**src/rtl/md5_search_pkg.sv**
```systemverilog
// Shared types and helpers for the MD5 brute-force search controller.
package md5_search_pkg;

    typedef enum logic [2:0] {
        IDLE,
        WARMING,
        RUNNING,
        PAUSED,
        FOUND,
        DONE
    } state_t;

    // Width of the optional busy-cycle counter.
    localparam int PERF_W = 48;

    // Ceiling log2; clog2(1) = 0 so a single-channel build has no index bits.
    function automatic int clog2(input int n);
        int r;
        r = 0;
        for (int i = 0; i < 32; i++) begin
            if ((1 << r) < n) begin
                r = r + 1;
            end
        end
        return r;
    endfunction

    // Index of the lowest set bit; the lowest channel wins on multiple hits.
    function automatic logic [3:0] lowest_set_index(input logic [15:0] vec);
        logic [3:0] idx;
        idx = '0;
        for (int i = 15; i >= 0; i--) begin
            if (vec[i]) begin
                idx = 4'(i);
            end
        end
        return idx;
    endfunction

endpackage

```
**src/rtl/md5_search_dline.sv**
```systemverilog
// Delay line mirroring the MD5 pipeline depth: tracks {valid, base} for every
// issued base so the head entry lines up with the pipeline match flags.
module md5_search_dline
    import md5_search_pkg::*;
#(
    parameter int LATENCY = 64,
    parameter int BASE_W  = 30,
    parameter int IF_W    = 7
) (
    input  logic              clk,
    input  logic              rst,
    input  logic              flush,
    input  logic              push_valid,
    input  logic [BASE_W-1:0] push_base,
    output logic              head_valid,
    output logic [BASE_W-1:0] head_base,
    output logic [IF_W-1:0]   inflight
);

    logic [LATENCY-1:0] valid_reg;
    logic [BASE_W-1:0]  base_reg [LATENCY];
    logic [IF_W-1:0]    inflight_reg;

    // Valid bits shift every cycle; a flush drops everything including the new entry.
    always_ff @(posedge clk or posedge rst) begin
        if (rst) begin
            valid_reg <= '0;
        end else if (flush) begin
            valid_reg <= '0;
        end else begin
            valid_reg <= {valid_reg[LATENCY-2:0], push_valid};
        end
    end

    // Base payload needs no reset: it is only trusted alongside its valid bit.
    always_ff @(posedge clk) begin
        base_reg[0] <= push_base;
        for (int i = 1; i < LATENCY; i++) begin
            base_reg[i] <= base_reg[i-1];
        end
    end

    // Number of valid entries currently in the line.
    always_ff @(posedge clk or posedge rst) begin
        if (rst) begin
            inflight_reg <= '0;
        end else if (flush) begin
            inflight_reg <= '0;
        end else begin
            inflight_reg <= inflight_reg + IF_W'(push_valid) - IF_W'(valid_reg[LATENCY-1]);
        end
    end

    assign head_valid = valid_reg[LATENCY-1];
    assign head_base  = base_reg[LATENCY-1];
    assign inflight   = inflight_reg;

endmodule

```
**src/rtl/md5_search_ctrl.sv**
```systemverilog
// Candidate sequencer for NUM_CH parallel MD5 pipelines. Issues one base per
// cycle, tracks the pipeline latency, recovers the matching candidate and
// reports paused/running/warming/found/done status.
// Optional MD5_SEARCH_PERF_EN adds perf_cycles / perf_paused counters.
module md5_search_ctrl
    import md5_search_pkg::*;
#(
    parameter int NUM_CH   = 4,
    parameter int CNT_W    = 32,
    parameter int LATENCY  = 64,
    parameter int DIGEST_W = 128,
    localparam int IDX_W   = clog2(NUM_CH),
    localparam int BASE_W  = CNT_W - IDX_W
) (
    input  logic                CLK,
    input  logic                CPU_RESET,
    input  logic                enable,
    input  logic                clear,
    input  logic [DIGEST_W-1:0] target_selected,
    input  logic [NUM_CH-1:0]   match_vec,
    output logic [DIGEST_W-1:0] target_digest,
    output logic [BASE_W-1:0]   cand_base,
    output logic                cand_valid,
    output logic [CNT_W-1:0]    found_cand,
    output logic                status_paused,
    output logic                status_running,
    output logic                status_warming,
    output logic                status_found,
    output logic                status_done
`ifdef MD5_SEARCH_PERF_EN
    ,
    output logic [PERF_W-1:0]   perf_cycles,
    output logic [31:0]         perf_paused
`endif
);

    localparam int WC_W = clog2(LATENCY + 1);

    state_t              state_reg, state_next;
    logic [WC_W-1:0]     warm_cnt_reg, warm_cnt_next;
    logic                last_issued_reg, last_issued_next;
    logic [BASE_W-1:0]   cand_base_reg;
    logic                cand_valid_reg;
    logic [CNT_W-1:0]    found_cand_reg;
    logic [DIGEST_W-1:0] target_digest_reg;
    logic [4:0]          status_reg;

    logic                head_valid;
    logic [BASE_W-1:0]   head_base;
    logic [WC_W-1:0]     inflight;
    logic                head_hit;
    logic                drained;
    logic                searching;
    logic [CNT_W-1:0]    hit_cand;

    md5_search_dline #(
        .LATENCY (LATENCY),
        .BASE_W  (BASE_W),
        .IF_W    (WC_W)
    ) u_dline (
        .clk        (CLK),
        .rst        (CPU_RESET),
        .flush      (clear),
        .push_valid (cand_valid_reg),
        .push_base  (cand_base_reg),
        .head_valid (head_valid),
        .head_base  (head_base),
        .inflight   (inflight)
    );

    // Next-state decode: match beats drain-complete, which beats enable handling.
    always_comb begin
        head_hit  = head_valid && (match_vec != '0);
        // The last valid entry leaves the line on this edge.
        drained   = last_issued_reg && (inflight == WC_W'(head_valid));
        searching = (state_reg == WARMING) || (state_reg == RUNNING) || (state_reg == PAUSED);
        hit_cand  = (CNT_W'(head_base) << IDX_W) | CNT_W'(lowest_set_index(16'(match_vec)));

        warm_cnt_next = warm_cnt_reg;
        if (cand_valid_reg && (warm_cnt_reg < WC_W'(LATENCY))) begin
            warm_cnt_next = warm_cnt_reg + WC_W'(1);
        end
        last_issued_next = last_issued_reg | (cand_valid_reg & (&cand_base_reg));

        state_next = state_reg;
        case (state_reg)
            IDLE: begin
                if (enable) begin
                    state_next = WARMING;
                end
            end
            WARMING, RUNNING, PAUSED: begin
                if (head_hit) begin
                    state_next = FOUND;
                end else if (drained) begin
                    state_next = DONE;
                end else if ((state_reg != PAUSED) && !enable) begin
                    state_next = PAUSED;
                end else if ((state_reg != PAUSED) || enable) begin
                    state_next = (warm_cnt_next >= WC_W'(LATENCY)) ? RUNNING : WARMING;
                end
            end
            default: state_next = state_reg;
        endcase
    end

    // FSM state plus every registered output; clear overrides all but target_digest.
    always_ff @(posedge CLK or posedge CPU_RESET) begin
        if (CPU_RESET) begin
            state_reg         <= IDLE;
            warm_cnt_reg      <= '0;
            last_issued_reg   <= 1'b0;
            cand_base_reg     <= '0;
            cand_valid_reg    <= 1'b0;
            found_cand_reg    <= '0;
            target_digest_reg <= '0;
            status_reg        <= '0;
        end else if (clear) begin
            state_reg       <= IDLE;
            warm_cnt_reg    <= '0;
            last_issued_reg <= 1'b0;
            cand_base_reg   <= '0;
            cand_valid_reg  <= 1'b0;
            found_cand_reg  <= '0;
            status_reg      <= '0;
        end else begin
            state_reg       <= state_next;
            warm_cnt_reg    <= warm_cnt_next;
            last_issued_reg <= last_issued_next;
            if (cand_valid_reg) begin
                cand_base_reg <= cand_base_reg + BASE_W'(1);
            end
            cand_valid_reg <= ((state_next == WARMING) || (state_next == RUNNING)) && !last_issued_next;
            if ((state_reg == IDLE) && enable) begin
                target_digest_reg <= target_selected;
            end
            if (searching && head_hit) begin
                found_cand_reg <= hit_cand;
            end
            status_reg <= {state_next == PAUSED, state_next == RUNNING, state_next == WARMING,
                           state_next == FOUND, state_next == DONE};
        end
    end

    assign target_digest  = target_digest_reg;
    assign cand_base      = cand_base_reg;
    assign cand_valid     = cand_valid_reg;
    assign found_cand     = found_cand_reg;
    assign status_paused  = status_reg[4];
    assign status_running = status_reg[3];
    assign status_warming = status_reg[2];
    assign status_found   = status_reg[1];
    assign status_done    = status_reg[0];

`ifdef MD5_SEARCH_PERF_EN
    logic [PERF_W-1:0] perf_cycles_reg;
    logic [31:0]       perf_paused_reg;

    // Saturating cycle counters for busy (warming/running) and paused time.
    always_ff @(posedge CLK or posedge CPU_RESET) begin
        if (CPU_RESET) begin
            perf_cycles_reg <= '0;
            perf_paused_reg <= '0;
        end else if (clear) begin
            perf_cycles_reg <= '0;
            perf_paused_reg <= '0;
        end else begin
            if (((state_reg == WARMING) || (state_reg == RUNNING)) && (perf_cycles_reg != '1)) begin
                perf_cycles_reg <= perf_cycles_reg + PERF_W'(1);
            end
            if ((state_reg == PAUSED) && (perf_paused_reg != '1)) begin
                perf_paused_reg <= perf_paused_reg + 32'd1;
            end
        end
    end

    assign perf_cycles = perf_cycles_reg;
    assign perf_paused = perf_paused_reg;
`endif

endmodule
```
**config.mk**
```make
export PLATFORM = sky130hd
export DESIGN_NAME = md5_search_ctrl
export DESIGN_NICKNAME = d
export VERILOG_FILES = /design/src/rtl/md5_search_pkg.sv /design/src/rtl/md5_search_dline.sv /design/src/rtl/md5_search_ctrl.sv
export SDC_FILE = /design/constraint.sdc
export NUM_CORES = 1
export LEC_CHECK = 0
export ABC_AREA = 0
export CORE_AREA = 3 3 381 383
export DETAILED_ROUTE_END_ITERATION = 10
export DIE_AREA = 0 0 384 386
export MAX_ROUTING_LAYER = met4
export SYNTH_ARGS = -nofsm -noshare
export SYNTH_HDL_FRONTEND = slang
export SYNTH_SLANG_ARGS = --single-unit
```
**constraint.sdc**
```tcl
create_clock -name CLK -period 10.4 [get_ports CLK]
set_input_delay 2.08 -clock CLK [delete_from_list [all_inputs] [get_ports CLK]]
set_output_delay 2.08 -clock CLK [all_outputs]
set_load 0.05 [all_outputs]
```
# Word-level counts from Yosys, hierarchy flattened
# Memory sizes are Yosys's and may differ from the RTL's.
# Index checks and enable logic that the tools add are counted.
[word_totals]
out_inout_bits = 196
reg_bits = 278
wordCells = 74
in_bits = 136
memories = 1
ramBits = 1920
rom_bits = 0
latch_bits = 0
[memory_table]
columns = ["name", "words", "width", "rd", "rd_ports_with_merged_regs", "wr", "line", "source"]
rows = [
  ["u_dline.base_reg", 64, 30, 64, 0, 64, "md5_search_dline.sv:21", "logic [BASE_W-1:0] base_reg [LATENCY];"],
]
[classes]
eq_ne = 10
magnitude_cmp = 2
n_mul = 0
addsub = 4
n_bitwise = 4
n_shift = 0
reduce_logical = 20
div = 0
n_mux = 23
[op_table]
columns = ["cell", "count"]
rows = [
  ["32-bit 2-to-1 mux", 2],
  ["64-bit 2-to-1 mux", 1],
  ["30-bit 2-to-1 mux", 2],
  ["32-bit by 4-bit bitwise OR with 32-bit output", 1],
  ["30-bit by 1-bit adder with 30-bit output, second input constant", 1],
  ["30-bit AND reduction", 1],
  ["7-bit 2-to-1 mux", 3],
  ["3-bit 2-to-1 mux", 6],
  ["3-bit by 2-bit == test with 1-bit output, second input constant", 4],
  ["4-bit 2-to-1 mux", 2],
  ["7-bit by 1-bit adder with 7-bit output", 1],
  ["7-bit by 1-bit adder with 7-bit output, second input constant", 1],
  ["7-bit by 1-bit == test with 1-bit output", 1],
  ["7-bit >= comparator, second input constant", 1],
  ["1-bit logical AND", 7],
  ["7-bit less-than comparator, second input constant", 1],
  ["7-bit by 1-bit subtractor with 7-bit output", 1],
  ["3-bit by 1-bit == test with 1-bit output, second input constant", 2],
  ["3-bit == test, second input constant", 2],
  ["2-bit 2-to-1 mux", 3],
  ["3-bit case mux with 2 select lines", 1],
  ["5-bit 2-to-1 mux", 1],
  ["1-bit logical OR", 4],
  ["2-bit nonzero test", 2],
  ["10 further kinds", 12],
]

# Logic depth before layout (Yosys ltp)
[depth]
word_depth = 14
depth_mapped = 9
depth_no_buf = 9

# Hierarchy
# From an unflattened synthesis, not the netlist that was laid out.
[unflattened]
cells_unflattened = 2788
area_unflattened_um2 = 49540.0
[by_module_without_submodules]
columns = ["module", "seq_area_each_um2", "area_per_inst_um2", "n_inst", "cells_each"]
rows = [
  ["md5_search_dline", 40213.6, 41230.8, 1, 2144],
  ["md5_search_ctrl", 5180.0, 8309.2, 1, 644],
]

# Worst setup path after synthesis
# OpenSTA, ideal clock, no wires.
[synth_path]
path_kind = "in2reg"
startpoint = "input enable"
endpoint = "register target_digest_reg[100], in the netlist target_digest[100]"
path_buffers = 2
path_slack_ps = 6784
required_ps = 10275
path_stages = 5
arrival_ps = 3491
setup_time_ps = 125
path_cell_list = "or4b_2 > nor2_1 > buf_4 > buf_6 > mux2_2"
[synth_between]
elab_chain_cells = 2
[synth_rtl]
columns = ["element", "line", "source"]
rows = [
  ["start: declaration", "md5_search_ctrl.sv:17", "input logic enable,"],
  ["1-bit logical AND", "md5_search_ctrl.sv:134", "if ((state_reg == IDLE) && enable) begin"],
  ["2-bit AND reduction (no line)", "-", ""],
  ["end signal: assignment", "md5_search_ctrl.sv:135", "target_digest_reg <= target_selected;"],
  ["end: declaration", "md5_search_ctrl.sv:45", "logic [DIGEST_W-1:0] target_digest_reg;"],
]
# Every way passes these cells.
# A chain may end at the register's enable or synchronous reset.

# Worst setup path in the final report
[layout_path]
startpoint = "input enable"
endpoint = "register target_digest_reg[38], in the netlist target_digest[38]"
# Same word-level chain as after synthesis.

==> summary.md <==
| Metric | Value |
|---|---|
| Post-cts resize count | 0 |
| Top FF cell, synth | sky130_fd_sc_hd__dfxtp_1 |
| EDFF count, synth | 0 |
| Average vias per placed instance | 3.745 |
| Number of nets at the end of the flow | 3406 |
| Final Wtd Congestion | 0.7242 |
| Top cell type's share of synthesized area | 77.66% |
| Count of buffers from port buffering | 331 |
| Unrepaired setup endpoints after global routing | no |
| Worst Setup Path Type | input pin to flip-flop |
| H-tree depth | 4 |
| Detailed router's first-iteration violation count | 869 |
| Die height | 386 µm |
| Power density over the cells | 269.6 nW/µm² |
| Clock insertion delay at the later pin of the skew report | 760 ps |
| Area growth, synth to finish | 23.64% |
| Post-Syn Area | 49490 µm² |
| Final ANT Viol Nets | 0 |
| Synthesized Nets | 2924 |
| Hold violation count in the final report | 0 |
| Share of synthesized registers carrying an async set or reset | 12.65% |
| Crit share post-route | 46.10% |
| Final worst-path setup slack | 5605 ps |
| Required time of the worst setup path | 11010 ps |
| Average detailed-routed wire length per instance | 11.19 µm |
| Number of cells produced by synthesis | 2776 |
| Starting Density | 34.91% |
| Max Cap Violations | 0 |
| Setup slack after placement | 4905 ps |
| Standard-cell rows | 138 |
| Aggregate global routing overflow | 0 |
| Headroom to the max-slew limit | 24.21% |
| Post-layout util | 43.17% |
| TritonCTS buffer count | 188 |
| Number of unique standard cell types used by synthesis | 51 |
| Count of buffer and inverter cells on the critical path | 3 |
| Total global-route track usage | 8.150% |
| Class of the tightest hold or removal check | flip-flop to flip-flop |
| Clock skew | 31.27 ps |
| Dpl hpwl | 33270 µm |
| Final Critical Period | 4795 ps |
| Warnings, synthesis | 0 |
| Maximum number of pins on one net before global-route repair | 179 |
| Quantity of hold-fixing buffers added after cts | 0 |
| Floorplan core area | 141800 µm² |
| Vias after detailed routing | 19.85k |
| X dimension of the die | 384 µm |
| Signal arrival time at the worst endpoint | 5410 ps |
| Non-Filler Cell Area, Final | 61190 µm² |
| Worst-case clock buffer depth | 3 |
| Area of the die | 148200 µm² |
| CTS root buf | sky130_fd_sc_hd__clkbuf_16 |
| Run status | complete, no violations |
| Non-filler instance count after layout | 5300 |
| I/O Pins | 332 |
| Post-detailed-route DRC marker count | 0 |
| Final Max Tran Viols | 0 |
| Antenna violations before repair | 0 |
| Top delay family on crit path | buffers and inverters |
| Global-route wire length before repair | 94700 µm |
| Vias in the first global route | 19.12k |
| Transition at the pin with the smallest max-transition slack | 1137 ps |
| Maximum vdd ir drop | 0.1461 mV |
| Total negative setup slack | 0 ps |
| Sequential cell area fraction in the yosys report | 91.72% |
| Most repeated library cell on the critical path | sky130_fd_sc_hd__buf_4 |
| Achievable frequency | 208.6 MHz |
| Final setup viols | 0 |
| Post-layout power | 16.50 mW |
| Crit-path slowest cell | sky130_fd_sc_hd__buf_4 |
| Number of search-and-repair iterations in the first detailed-routing pass | 4 |
| Static leakage power | 24.61 nW |
| Placed cell count | 4958 |
| Number of synthesized register bits | 2198 |
| Fraction of layout cells with a size suffix above 1 | 12.91% |
| Mean instance size in the synthesized netlist | 17.83 µm² |
| WHS | 294.9 ps |
| Cells along the critical path | clkdlybuf4s50_1 -> or4b_2 -> nor2_4 -> buf_4 -> buf_4 -> mux2_2 |
| Clock slew seen by the registers of the worst setup and hold paths | 60 ps |
| Routed wire length | 59300 µm |
| Delay contributed by the slowest stage of the critical path | 910 ps |
| Yosys top cell by area | sky130_fd_sc_hd__dfxtp_1 |
| Critical Path Start Type | input pin |
| Flip-flop count of the largest register after layout | 1920 |
| Worst setup EP type | flip-flop |
| Total placed instance area | 54980 µm² |
| Largest fanout on the critical path | 86 |
| Num Clock Sinks | 2198 |
| Number of setup buffers added after CTS | 0 |
| Leading post-synthesis cells by cell area | sky130_fd_sc_hd__dfxtp_1, sky130_fd_sc_hd__dfrtp_1, sky130_fd_sc_hd__mux2_2 |
| CTS tree | done |
==> kinds of logic (layout without fill, tap and decap cells) <==
family	after synthesis	count (layout)	synth area share, %
buffers and inverters	62	695	0.6674
AOI/OAI and AO/OA	95	95	1.150
and+or+nand+nor	258	258	2.806
xor gates and xnor gates	18	18	0.3185
DFF	2198	2198	91.72
muxes	133	133	3.023
adders and majority gates	12	12	0.3185
other	0	1	0
==> routing by layer <==
layer | vias up | share of wire (%) | GRT usage, %
li1 | 9843 | - | -
met1 | 9485 | 44 | 9.546
met2 | 352 | 47 | 12.36
met3 | 166 | 5.2 | 2.605
met4 | 0 | 3.7 | 4.647
met5 | - | 0 | -
==> worst register-to-register path: stages (launching register included) <==
cell,delay [ps]
sky130_fd_sc_hd__dfrtp_1,420
sky130_fd_sc_hd__or4b_2,750
sky130_fd_sc_hd__nor2_4,110
sky130_fd_sc_hd__buf_4,470
sky130_fd_sc_hd__buf_4,980
sky130_fd_sc_hd__mux2_2,560
==> worst paths after layout <==
path / startpoint / to / slack (ps) / cells after the start
worst min-delay path: u_dline.base_reg[1][316]$_DFF_P_ / u_dline.base_reg[1][346]$_DFF_P_ / 290 / 0
worst min register to register: u_dline.base_reg[1][316]$_DFF_P_ / u_dline.base_reg[1][346]$_DFF_P_ / 290 / 0
worst max register to register: state_reg[1]$_DFF_PP0_ / target_digest[38]$_DFFE_PP0P_ / 6970 / 5
min in group asynchronous: CPU_RESET / found_cand[24]$_DFFE_PP0P_ / 1870 / 2
max in group asynchronous: CPU_RESET / target_digest[10]$_DFFE_PP0P_ / 7010 / 3
worst max-delay path: enable / target_digest[38]$_DFFE_PP0P_ / 5610 / 6
==> final cells by class <==
| type | instances | area, µm² |
|---|---|---|
| antenna | 1 | 2.502 |
| fill | 12403 | 80560 |
| multi-input combinational | 516 | 3782 |
| clock inverter | 60 | 724.4 |
| timing repair buffer | 337 | 3368 |
| tap | 1890 | 2365 |
| sequential | 2198 | 45390 |
| inverter | 17 | 71.32 |
| clock buffer | 281 | 5487 |
==> cell usage in the layout, fill, tap and decap left out, types with 4 or more instances in the layout <==
master / n
sky130_fd_sc_hd__nor2_1: 26
sky130_fd_sc_hd__or3_1: 10
sky130_fd_sc_hd__and4_1: 7
sky130_fd_sc_hd__nand2_1: 82
sky130_fd_sc_hd__or4_1: 10
sky130_fd_sc_hd__xnor2_1: 9
sky130_fd_sc_hd__clkinv_16: 6
sky130_fd_sc_hd__nor4_1: 6
sky130_fd_sc_hd__nand3_1: 9
sky130_fd_sc_hd__o21ai_0: 9
sky130_fd_sc_hd__and2_1: 8
sky130_fd_sc_hd__ha_1: 11
sky130_fd_sc_hd__clkbuf_8: 39
sky130_fd_sc_hd__o31ai_1: 10
sky130_fd_sc_hd__xor2_1: 9
sky130_fd_sc_hd__mux2_2: 132
sky130_fd_sc_hd__clkdlybuf4s50_1: 330
sky130_fd_sc_hd__clkinv_2: 29
sky130_fd_sc_hd__nor2b_1: 72
sky130_fd_sc_hd__a21oi_1: 56
sky130_fd_sc_hd__nand4_1: 7
sky130_fd_sc_hd__dfxtp_1: 1920
sky130_fd_sc_hd__dfrtp_1: 278
sky130_fd_sc_hd__clkbuf_1: 52
sky130_fd_sc_hd__clkbuf_16: 190
sky130_fd_sc_hd__inv_6: 5
sky130_fd_sc_hd__buf_4: 6
sky130_fd_sc_hd__inv_1: 16
sky130_fd_sc_hd__o211ai_1: 4
sky130_fd_sc_hd__bufinv_16: 6
==> Yosys cell counts, types with 10 or more instances <==
| cell type | n |
|---|---|
| sky130_fd_sc_hd__ha_1 | 11 |
| sky130_fd_sc_hd__or3_1 | 10 |
| sky130_fd_sc_hd__inv_1 | 17 |
| sky130_fd_sc_hd__dfxtp_1 | 1920 |
| sky130_fd_sc_hd__mux2_2 | 132 |
| sky130_fd_sc_hd__buf_6 | 10 |
| sky130_fd_sc_hd__clkbuf_1 | 24 |
| sky130_fd_sc_hd__a21oi_1 | 56 |
| sky130_fd_sc_hd__nor2_1 | 27 |
| sky130_fd_sc_hd__o31ai_1 | 10 |
| sky130_fd_sc_hd__nand2_1 | 82 |
| sky130_fd_sc_hd__or4_1 | 10 |
| sky130_fd_sc_hd__nor2b_1 | 72 |
| sky130_fd_sc_hd__dfrtp_1 | 278 |
==> where the power goes <==
group	total (mW)	internal (mW)	switching, mW
sequential	8.71	8.62	0.0895
combinational	1.06	0.387	0.668
clock	6.73	3.84	2.89
total	16.5	12.8	3.65
No activity file was read; power rests on OpenSTA's default activity.
